$ cat src/rtl/alu_sequencer.sv
// alu_sequencer: single-outstanding command sequencer wrapped around a
// registered ALU with one cycle of latency.
//
// A host command (operands + opcode) is registered into the ALU operand
// outputs. The sequencer waits one cycle for the ALU and then captures its
// result and flags. It presents them as a response until the host accepts.
// Saturating counters track how many captured responses had the err and
// overflow flags set.
//
// Ports
//   i_clk, i_rstn             clock, synchronous active-low reset
//   i_cmd_valid, o_cmd_ready  command handshake (ready only in IDLE)
//   i_cmd_arg0/1, i_cmd_oper  command operands and opcode
//   o_alu_arg0/1, o_alu_oper  registered operands and opcode to the ALU
//   i_alu_result, i_alu_flag  registered ALU result and flags {ovf,pos,neg,err}
//   o_rsp_valid, i_rsp_ready  response handshake
//   o_rsp_result, o_rsp_flag  captured ALU result and flags
//   o_err_cnt, o_ovf_cnt      saturating err / overflow counts
//   o_busy                    FSM is not in IDLE
module alu_sequencer #(
   parameter  int unsigned WIDTH  = 4,
   parameter  int unsigned CNT_W  = 8,
   localparam int unsigned OPER_W = 2,
   localparam int unsigned FLAG_W = 4
) (
   input  logic              i_clk,
   input  logic              i_rstn,
   input  logic              i_cmd_valid,
   output logic              o_cmd_ready,
   input  logic [WIDTH-1:0]  i_cmd_arg0,
   input  logic [WIDTH-1:0]  i_cmd_arg1,
   input  logic [OPER_W-1:0] i_cmd_oper,
   output logic [WIDTH-1:0]  o_alu_arg0,
   output logic [WIDTH-1:0]  o_alu_arg1,
   output logic [OPER_W-1:0] o_alu_oper,
   input  logic [WIDTH-1:0]  i_alu_result,
   input  logic [FLAG_W-1:0] i_alu_flag,
   output logic              o_rsp_valid,
   input  logic              i_rsp_ready,
   output logic [WIDTH-1:0]  o_rsp_result,
   output logic [FLAG_W-1:0] o_rsp_flag,
   output logic [CNT_W-1:0]  o_err_cnt,
   output logic [CNT_W-1:0]  o_ovf_cnt,
   output logic              o_busy
);

   localparam int unsigned FLAG_ERR = 0;
   localparam int unsigned FLAG_OVF = 3;

   typedef enum logic [1:0] {
      ST_IDLE,
      ST_EXEC,
      ST_SAMPLE,
      ST_RESP
   } state_t;

   state_t state_q;
   state_t state_d;
   logic   load_cmd;
   logic   capture;

   // State register
   always_ff @(posedge i_clk) begin
      if (!i_rstn) begin
         state_q <= ST_IDLE;
      end else begin
         state_q <= state_d;
      end
   end

   // Next-state and datapath strobes
   always_comb begin
      state_d  = state_q;
      load_cmd = 1'b0;
      capture  = 1'b0;
      case (state_q)
         ST_IDLE: begin
            if (i_cmd_valid) begin
               load_cmd = 1'b1;
               state_d  = ST_EXEC;
            end
         end
         // ALU registers its result at the end of this cycle
         ST_EXEC: begin
            state_d = ST_SAMPLE;
         end
         ST_SAMPLE: begin
            capture = 1'b1;
            state_d = ST_RESP;
         end
         ST_RESP: begin
            if (i_rsp_ready) begin
               state_d = ST_IDLE;
            end
         end
         default: begin
            state_d = ST_IDLE;
         end
      endcase
   end

   // Status outputs decoded straight from the state register
   assign o_cmd_ready = (state_q == ST_IDLE);
   assign o_rsp_valid = (state_q == ST_RESP);
   assign o_busy      = (state_q != ST_IDLE);

   // ALU operand registers: change only on command acceptance
   always_ff @(posedge i_clk) begin
      if (!i_rstn) begin
         o_alu_arg0 <= '0;
         o_alu_arg1 <= '0;
         o_alu_oper <= '0;
      end else if (load_cmd) begin
         o_alu_arg0 <= i_cmd_arg0;
         o_alu_arg1 <= i_cmd_arg1;
         o_alu_oper <= i_cmd_oper;
      end
   end

   // Response capture: held through RESP and after the handshake
   always_ff @(posedge i_clk) begin
      if (!i_rstn) begin
         o_rsp_result <= '0;
         o_rsp_flag   <= '0;
      end else if (capture) begin
         o_rsp_result <= i_alu_result;
         o_rsp_flag   <= i_alu_flag;
      end
   end

   // Saturating flag counters, both may step on the same capture edge
   always_ff @(posedge i_clk) begin
      if (!i_rstn) begin
         o_err_cnt <= '0;
         o_ovf_cnt <= '0;
      end else if (capture) begin
         if (i_alu_flag[FLAG_ERR] && (o_err_cnt != {CNT_W{1'b1}})) begin
            o_err_cnt <= o_err_cnt + CNT_W'(1);
         end
         if (i_alu_flag[FLAG_OVF] && (o_ovf_cnt != {CNT_W{1'b1}})) begin
            o_ovf_cnt <= o_ovf_cnt + CNT_W'(1);
         end
      end
   end

endmodule

$ cat config.mk
export PLATFORM = sky130hd
export DESIGN_NAME = alu_sequencer
export DESIGN_NICKNAME = d
export VERILOG_FILES = /design/src/rtl/alu_sequencer.sv
export SDC_FILE = /design/constraint.sdc
export NUM_CORES = 1
export LEC_CHECK = 0
export CAP_MARGIN = 10
export CORE_MARGIN = 2
export CORE_UTILIZATION = 45
export CTS_CLUSTER_DIAMETER = 200
export CTS_CLUSTER_SIZE = 10
export DETAILED_ROUTE_END_ITERATION = 10
export PLACE_DENSITY = 0.87
export SETUP_SLACK_MARGIN = 0.15
export SLEW_MARGIN = 0
export SYNTH_ARGS = -nofsm -noshare
export SYNTH_HDL_FRONTEND = slang
export SYNTH_SLANG_ARGS = --single-unit
$ cat constraint.sdc
create_clock -name i_clk -period 2.35 [get_ports i_clk]
set_input_delay 0.47 -clock i_clk [delete_from_list [all_inputs] [get_ports i_clk]]
set_output_delay 0.47 -clock i_clk [all_outputs]
set_load 0.02 [all_outputs]
# After elaboration in Yosys (flattened, before gate mapping)
# Index checks and enable logic that the tools add are counted.
[classes]
n_addsub = 2
n_eq_ne = 7
n_mux = 6
n_reduce_logical = 7
[op_table]
columns = ["operator", "count"]
rows = [
  ["$add A8 B1 Y8 const B", 2],
  ["$ne A8 B8 Y1 const B", 2],
  ["$pmux W2 S4", 1],
  ["$reduce_and A2 Y1", 3],
  ["$eq A2 B2 Y1 const B", 2],
  ["$mux W2", 2],
  ["$mux W1", 3],
  ["$eq A2 B1 Y1 const B", 1],
  ["$logic_and A1 B1 Y1", 2],
  ["$logic_not A2 Y1", 1],
  ["$ne A2 B1 Y1 const B", 1],
  ["$ne A2 B2 Y1 const B", 1],
  ["$reduce_bool A2 Y1", 1],
]
[totals]
regBits = 36
input_bits = 22
output_inout_bits = 37
wordCells = 30

# Depth between registers and ports, before layout
# Gate-level depths: netlist of run 1.
[logic_depth]
depth_word = 3
depth_mapped = 6
depth_no_buf = 6

# Worst setup path before layout of run 1
# Ideal clock, no wire load.
[synth_timing]
path_type = "reg2reg"
from = "register state_q[0]"
to = "register o_alu_arg0[2]"
setup_ns = 0.076
t_arrival_ns = 1.491
t_required_ns = 2.274
setup_slack_ns = 0.784
path_stages_with_launch = 7
path_buffers = 0
period_less_slack_ns = 1.566
path_cell_list = "dfxtp_1 inv_1 ha_1 inv_1 nor2_1 nand2_1 a21boi_0"
[synth_via]
elab_chain_len = 2
[synth_lines]
columns = ["element", "line_no", "rtl"]
rows = [
  ["start, declared", "57", "state_t state_q;"],
  ["start signal, assigned", "67", "state_q <= state_d;"],
  ["$logic_not A2 Y1", "n/a", ""],
  ["via o_cmd_ready", "29", "output logic o_cmd_ready,"],
  ["$mux W1", "76", "case (state_q)"],
  ["end signal, assigned", "114", "o_alu_arg0 <= i_cmd_arg0;"],
  ["end, declared", "33", "output logic [WIDTH-1:0] o_alu_arg0,"],
]
# The timed path passes the listed nets, and every way through them passes these cells.
# A chain may end at the register's enable or synchronous reset.

# Final worst setup path of run 1
[layout_timing]
from = "register state_q[1]"
to = "output o_rsp_valid"
[layout_via]
elab_chain_len = 1
[layout_lines]
columns = ["element", "line_no", "rtl"]
rows = [
  ["$eq A2 B2 Y1", "104", "assign o_rsp_valid = (state_q == ST_RESP);"],
  ["end, declared", "38", "output logic o_rsp_valid,"],
]
# Every way passes these cells.

==> results by group, run 1 <==
Synth
  • Post-synthesis cell count: 170
  • Synth area leaders: dfxtp_1 46%, nand2_1 6.7%, mux2i_1 5.7%
  • Area leader, netlist: dfxtp_1
  • Synth warn: 0
  • Post-synthesis sequential area ratio: 45.6%
  • Distinct cells, synth: 40
  • Post-synth top area share: 45.6%
  • Syn nets: 197
  • Synth Cell Area: 1580 µm²
  • Post-synthesis register bit count: 36
  • Syn_area_per_cell: 9.29 µm²

Setup path
  • CP max FO: 4
  • Crit path launch type: flop
  • WP data arrival: 1550 ps
  • CP endpoint kind: primary output
  • Crit path required time: 1880 ps
  • CP Class: flop to primary output
  • Reg2reg start: state_q[0]$_SDFFE_PN0P_
  • Crit. Startpoint: state_q[1]$_SDFFE_PN0P_

Power and ir drop
  • VDD IR max: 0.625 mV
  • Pwr Density: 795 nW/µm²
  • Leakage: 0.835 nW

Layout
  • Fin util: 67.5%
  • Fill count: 304
  • Layout cells sized above 1: 8.12%
  • Register area: 721 µm²
  • Ant. Diodes: 0
  • Area added between synthesis and finish: 43.8%
  • Most common cell after layout, fill and taps aside: clkdlybuf4s50_1
  • Multi-input logic area: 807 µm²
  • Commonest non-fill, non-tap cells in the layout: 56 x clkdlybuf4s50_1, 36 x dfxtp_1, 28 x nand2_1
  • Final net count: 260

Timing
  • Worst-Margin Slew: 644 ps
  • Fin Clk Skew: 8.43 ps
  • Setup TNS: 0 ps
  • Final min period: 2020 ps
  • RSZ-0062 raised after global routing: no
  • Slew headroom: 57.1%
  • Pins Over Slew Limit: 0
  • Final hold violations: 0
  • Endpoints failing setup: 0
  • Crit share post-route: 86.0%
  • Fmax: 0.495 GHz

Global routing
  • Initial antenna violation count: 0
  • First-pass GRT wire length: 6.13 mm
  • GRT Residual Overflow: 0
  • Vias in the first global route: 1,387
  • GR Util All Layers: 19.5%
  • Largest net degree at the start of global routing: 20

CTS
  • Setup bufs post-CTS: 0
  • CTS Sinks: 36
  • CTS Buf Count: 5
  • CTS tree: yes
  • Hold buffers post-CTS: 0
  • Clk Latency, worst-skew pair: 350 ps
  • Clk buf depth: 2
  • Worst-path clk slew: 100 ps
  • Clk Tree Root Cell: clkbuf_4
  • CTS resizes: 1
  • # H-tree levels: 2

Route
  • Vias: 1,420
  • Initial DRC count: 35
  • Final ANT Viol Nets: 0
  • DR pass1 iterations: 4
  • DRC Markers: 0
  • Drt total wl: 3.53 mm
  • WL/cell: 12.6 µm
  • Vias per cell: 5.07

Job
  • Total of max-cap violations: 0

Die
  • Initial Utilization: 46.9%
  • Row count: 21
  • Area of the core: 3360 µm²
  • Die ar.: 4000 µm²
  • Num ports: 59
  • Die X: 63.2 µm
  • Die H: 63.2 µm

Worst hold path
  • HP Start: o_alu_arg0[3]$_SDFFE_PN0P_
  • Hold Crit Class: flop to flop

Placed design
  • Placer congestion estimate: 0.799
  • Number of I/O port buffers: 58
  • DP HPWL: 2.66 mm

Outcome
  • Status: finished clean
registers in the layout (all words and copies together) (netlist names):
register,cells
o_rsp_result,4
o_alu_arg0,4
o_rsp_flag,4
o_err_cnt,8
o_alu_arg1,4
o_alu_oper,2
o_ovf_cnt,8
state_q,2
per-stage QoR:
stage / cells / total power [mW] / worst slack (ps) / area [µm²] / hold WS [ps]
finish: 280 / 1.80 / 330 / 2270 / 460
global route: 280 / 1.92 / 210 / 2270 / 486
CTS: 280 / 1.82 / 218 / 2270 / 461
detailed placement: 272 / 1.48 / 356 / 2210 / 446
global placement: 272 / 1.47 / 451 / 2210 / 441
floorplan: 170 / 1.19 / 784 / 1580 / 484
synthesized netlist by cell type:
| cell | n |
|---|---|
| and2_1 | 1 |
| buf_6 | 1 |
| nand3_2 | 1 |
| a21boi_0 | 1 |
| a211oi_1 | 2 |
| a2111oi_4 | 1 |
| o31ai_1 | 1 |
| o2111ai_2 | 1 |
| o211ai_1 | 2 |
| dfxtp_1 | 36 |
| buf_1 | 1 |
| ha_1 | 5 |
| xnor2_1 | 6 |
| o211a_1 | 1 |
| nor4_1 | 1 |
| o21ai_0 | 1 |
| nand4_1 | 3 |
| or3_1 | 1 |
| buf_2 | 2 |
| and3_1 | 1 |
| nor2_1 | 20 |
| nand2b_1 | 2 |
| inv_1 | 6 |
| and4_4 | 1 |
| o21bai_4 | 1 |
| nand4_2 | 1 |
| o21bai_1 | 1 |
| nand2_2 | 1 |
| nor4_2 | 1 |
| or4_1 | 2 |
| nand3_1 | 5 |
| nor4b_2 | 1 |
| nor2b_1 | 2 |
| o41ai_1 | 2 |
| o21bai_2 | 1 |
| xor2_1 | 2 |
| nand2_1 | 28 |
| a21oi_1 | 14 |
| mux2i_1 | 9 |
| clkbuf_1 | 1 |
per-layer routing:
metal	track usage [%]	wire, µm
met5	0	0
met4	10.3	72
met3	6.43	183
met2	30.7	1660
met1	23.8	1620
final cells by class:
class / instances / share of cell area [%]
Clock buffer: 8 / 2.59
Inverter: 6 / 0.992
Multi-Input combinational cell: 123 / 35.5
Sequential cell: 36 / 31.7
Tap cell: 46 / 2.53
Timing Repair Buffer: 61 / 26.6
worst max-delay path, cell delays in order (launching register included):
cell	delay (ps)
dfxtp_1	390
ha_1	190
clkdlybuf4s50_1	610
cells by family after synthesis:
logic type	count (synthesis)	synth area share [%]
AND/OR/NAND/NOR	72	22.6
adder cells (fa/ha/maj)	5	3.96
flip-flops	36	45.6
AO/OA/AOI/OAI	29	14.4
buffers and inverters	11	3.25
multiplexers	9	5.71
XOR/XNOR	8	4.44
worst paths after layout:
check	endpoint	cells past startpoint	slack (ps)
max reg2reg	o_ovf_cnt[2]$_SDFFE_PN0P_	6	350
min	o_alu_arg0[3]$_SDFFE_PN0P_	2	460
max	o_rsp_valid	2	330
min reg2reg	o_alu_arg0[3]$_SDFFE_PN0P_	2	460
where the power goes:
part | internal [mW] | switching (mW) | leakage (nW)
sequential | 0.698 | 0.0573 | 0.292
combinational | 0.326 | 0.373 | 0.510
clock | 0.148 | 0.203 | 0.0326
total | 1.17 | 0.633 | 0.835
Power figures use the tool's default switching activity.
==> inputs of run 2 (changes only) <==
--- a/config.mk
+++ b/config.mk
@@ -5,6 +5,7 @@
 export SDC_FILE = /design/constraint.sdc
 export NUM_CORES = 1
 export LEC_CHECK = 0
+export ABC_CLOCK_PERIOD_IN_PS = 2350
 export CAP_MARGIN = 10
 export CORE_MARGIN = 2
 export CORE_UTILIZATION = 45
==> results of run 2 <==
Final layout, timing and power as in run 1 (identical DEF).
==> inputs of run 3 (changes only) <==
==> config.mk (replaced) <==
export PLATFORM = sky130hd
export DESIGN_NAME = alu_sequencer
export DESIGN_NICKNAME = d
export VERILOG_FILES = /design/src/rtl/alu_sequencer.sv
export SDC_FILE = /design/constraint.sdc
export NUM_CORES = 1
export LEC_CHECK = 0
export ABC_CLOCK_PERIOD_IN_PS = 1650
export CAP_MARGIN = 10
export CORE_MARGIN = 2
export CORE_UTILIZATION = 39
export CTS_CLUSTER_DIAMETER = 200
export CTS_CLUSTER_SIZE = 10
export DETAILED_ROUTE_END_ITERATION = 10
export PLACE_DENSITY = 0.81
export SETUP_SLACK_MARGIN = 0.15
export SLEW_MARGIN = 20
export SYNTH_ARGS = -nofsm -noshare
export SYNTH_HDL_FRONTEND = slang
export SYNTH_SLANG_ARGS = --single-unit
==> constraint.sdc (replaced) <==
create_clock -name i_clk -period 1.65 [get_ports i_clk]
set_input_delay 0.33 -clock i_clk [delete_from_list [all_inputs] [get_ports i_clk]]
set_output_delay 0.33 -clock i_clk [all_outputs]
set_load 0.02 [all_outputs]
==> results by group, run 3 (same netlist as run 1, synthesis figures left out) <==
Outcome
  • Status: finished clean

Route
  • Initial DRC count: 49
  • DRC Markers: 0
  • Final ANT Viol Nets: 0
  • DR pass1 iterations: 4
  • Vias: 1,423
  • WL/cell: 11.5 µm
  • Drt total wl: 3.45 mm
  • Vias per cell: 4.76

Layout
  • Most common cell after layout, fill and taps aside: dlygate4sd2_1
  • Post-Layout Inst Area: 2450 µm²
  • Layout cells sized above 1: 20.1%
  • Ant. Diodes: 0
  • Final net count: 275
  • Regs by FF count: o_err_cnt x8, o_ovf_cnt x8
  • Commonest non-fill, non-tap cells in the layout: 34 x dlygate4sd2_1, 32 x dfxtp_1, 28 x nand2_1
  • Area added between synthesis and finish: 55.5%
  • Post-route insts no fill: 299

Global routing
  • Vias in the first global route: 1,346
  • GR Util All Layers: 16.6%
  • First-pass GRT wire length: 5.87 mm
  • Initial antenna violation count: 0
  • Largest net degree at the start of global routing: 15
  • GRT Residual Overflow: 0

Power and ir drop
  • VDD IR max: 1.13 mV
  • Leakage: 1.08 nW
  • Pwr Density: 1210 nW/µm²

Timing
  • Crit share post-route: 86.5%
  • Final hold violations: 0
  • Fmax: 0.701 GHz
  • Endpoints failing setup: 0
  • Fin Clk Skew: 6.42 ps
  • RSZ-0062 raised after global routing: no
  • Pins Over Slew Limit: 0
  • Worst-Margin Slew: 359 ps
  • WHS: 453 ps
  • Final min period: 1430 ps
  • Slew headroom: 76.0%

Placed design
  • Placer congestion estimate: 0.792
  • Number of I/O port buffers: 58
  • Placed cell count: 289
  • DP HPWL: 2.66 mm
  • Post-DP Area: 2320 µm²

CTS
  • Clk Latency, worst-skew pair: 280 ps
  • CTS tree: yes
  • Worst-path clk slew: 70 ps
  • CTS Buf Count: 5
  • Clk Tree Root Cell: clkbuf_8
  • CTS Sinks: 36
  • Clk buf depth: 2
  • # H-tree levels: 2
  • Hold buffers post-CTS: 0

Worst hold path
  • Hold Crit Class: flop to flop
  • HP Start: o_alu_oper[0]$_SDFFE_PN0P_

Setup path
  • Slowest CP cell: dfxtp_1
  • CP endpoint kind: primary output
  • Crit-path max cell delay: 330 ps
  • WP data arrival: 1100 ps
  • Crit path launch type: flop
  • Crit. Startpoint: state_q[0]$_SDFFE_PN0P_
  • CP Class: flop to primary output
  • Critical-path cell list: buf_4, ha_1, buf_2
  • CP max FO: 2
  • Crit path required time: 1320 ps
  • Reg2reg start: state_q[0]$_SDFFE_PN0P_

Die
  • Die ar.: 4570 µm²
  • Die X: 67.6 µm
  • Area of the core: 3940 µm²
  • Row count: 23
  • Die H: 67.6 µm
  • Initial Utilization: 40.1%
  • Num ports: 59

Job
  • Total of max-cap violations: 0
-- run 3: changes by cell type in the layout (fill, tap and decap cells not counted), moves of 4 or more --
cell / change
clkdlybuf4s50_1: -35
dlygate4sd2_1: +33
buf_4: +16
clkbuf_4: -5
clkbuf_8: +4
dfxtp_1: -4
dfxtp_2: +4
ha_1: -4
ha_4: +4
-- run 3: power breakdown --
part,internal [mW],leakage (nW),switching [mW]
combinational,0.551,0.729,0.588
sequential,1.00,0.294,0.0847
clock,0.447,0.0541,0.305
-- run 3: metal layers --
metal | vias to the layer above | global-route usage (%) | part of all wire [%]
li1 | 748 | - | -
met1 | 645 | 21.2 | 48
met2 | 28 | 27.5 | 48
met3 | 2 | 5.00 | 3.9
met4 | 0 | 3.83 | 0.35
met5 | - | 0 | 0
-- run 3: what timing repair did --
action,4_1_cts,5_1_grt
endpoints found under the setup margin,48,18
gates resized for setup,49,11
setup buffers,0,2
pin swaps,0,5
-- run 3: worst paths after layout --
check                                to  slack, ps  depth (start not counted)
max                         o_rsp_valid        220                          3
min          o_alu_oper[0]$_SDFFE_PN0P_        450                          2
max reg2reg   o_err_cnt[3]$_SDFFE_PN0P_        230                          6
min reg2reg  o_alu_oper[0]$_SDFFE_PN0P_        450                          2
-- run 3: final cells by class --
| class | instances | area (µm²) |
|---|---|---|
| clock buffers | 5 | 68.8 |
| clock inverters | 3 | 42.5 |
| fillers | 349 | 1490 |
| inverters | 6 | 22.5 |
| multi-input cells | 123 | 872 |
| flip-flops and latches | 36 | 726 |
| well taps | 50 | 62.6 |
| repair buffers | 76 | 661 |
-- run 3: stage by stage --
| stage | setup WS (ps) | power, mW | setup TNS [ps] | utilization, % |
|---|---|---|---|---|
| after floorplan | 150 | 1.71 | 0 | - |
| after global placement | -33.5 | 2.22 | -42.0 | 58.8 |
| after CTS | 148 | 2.90 | 0 | 60.5 |
| final | 223 | 2.98 | 0 | 62.3 |
| after global routing | 150 | 3.18 | 0 | 62.3 |
| after detailed placement | -45.5 | 2.24 | -96.1 | 58.8 |
-- run 3: critical path: cells and delay by family, from the launching register on --
family	cells	cell delay (ps)
DFF	1	330
adders and majority gates	1	200
buffers and inverters	2	300
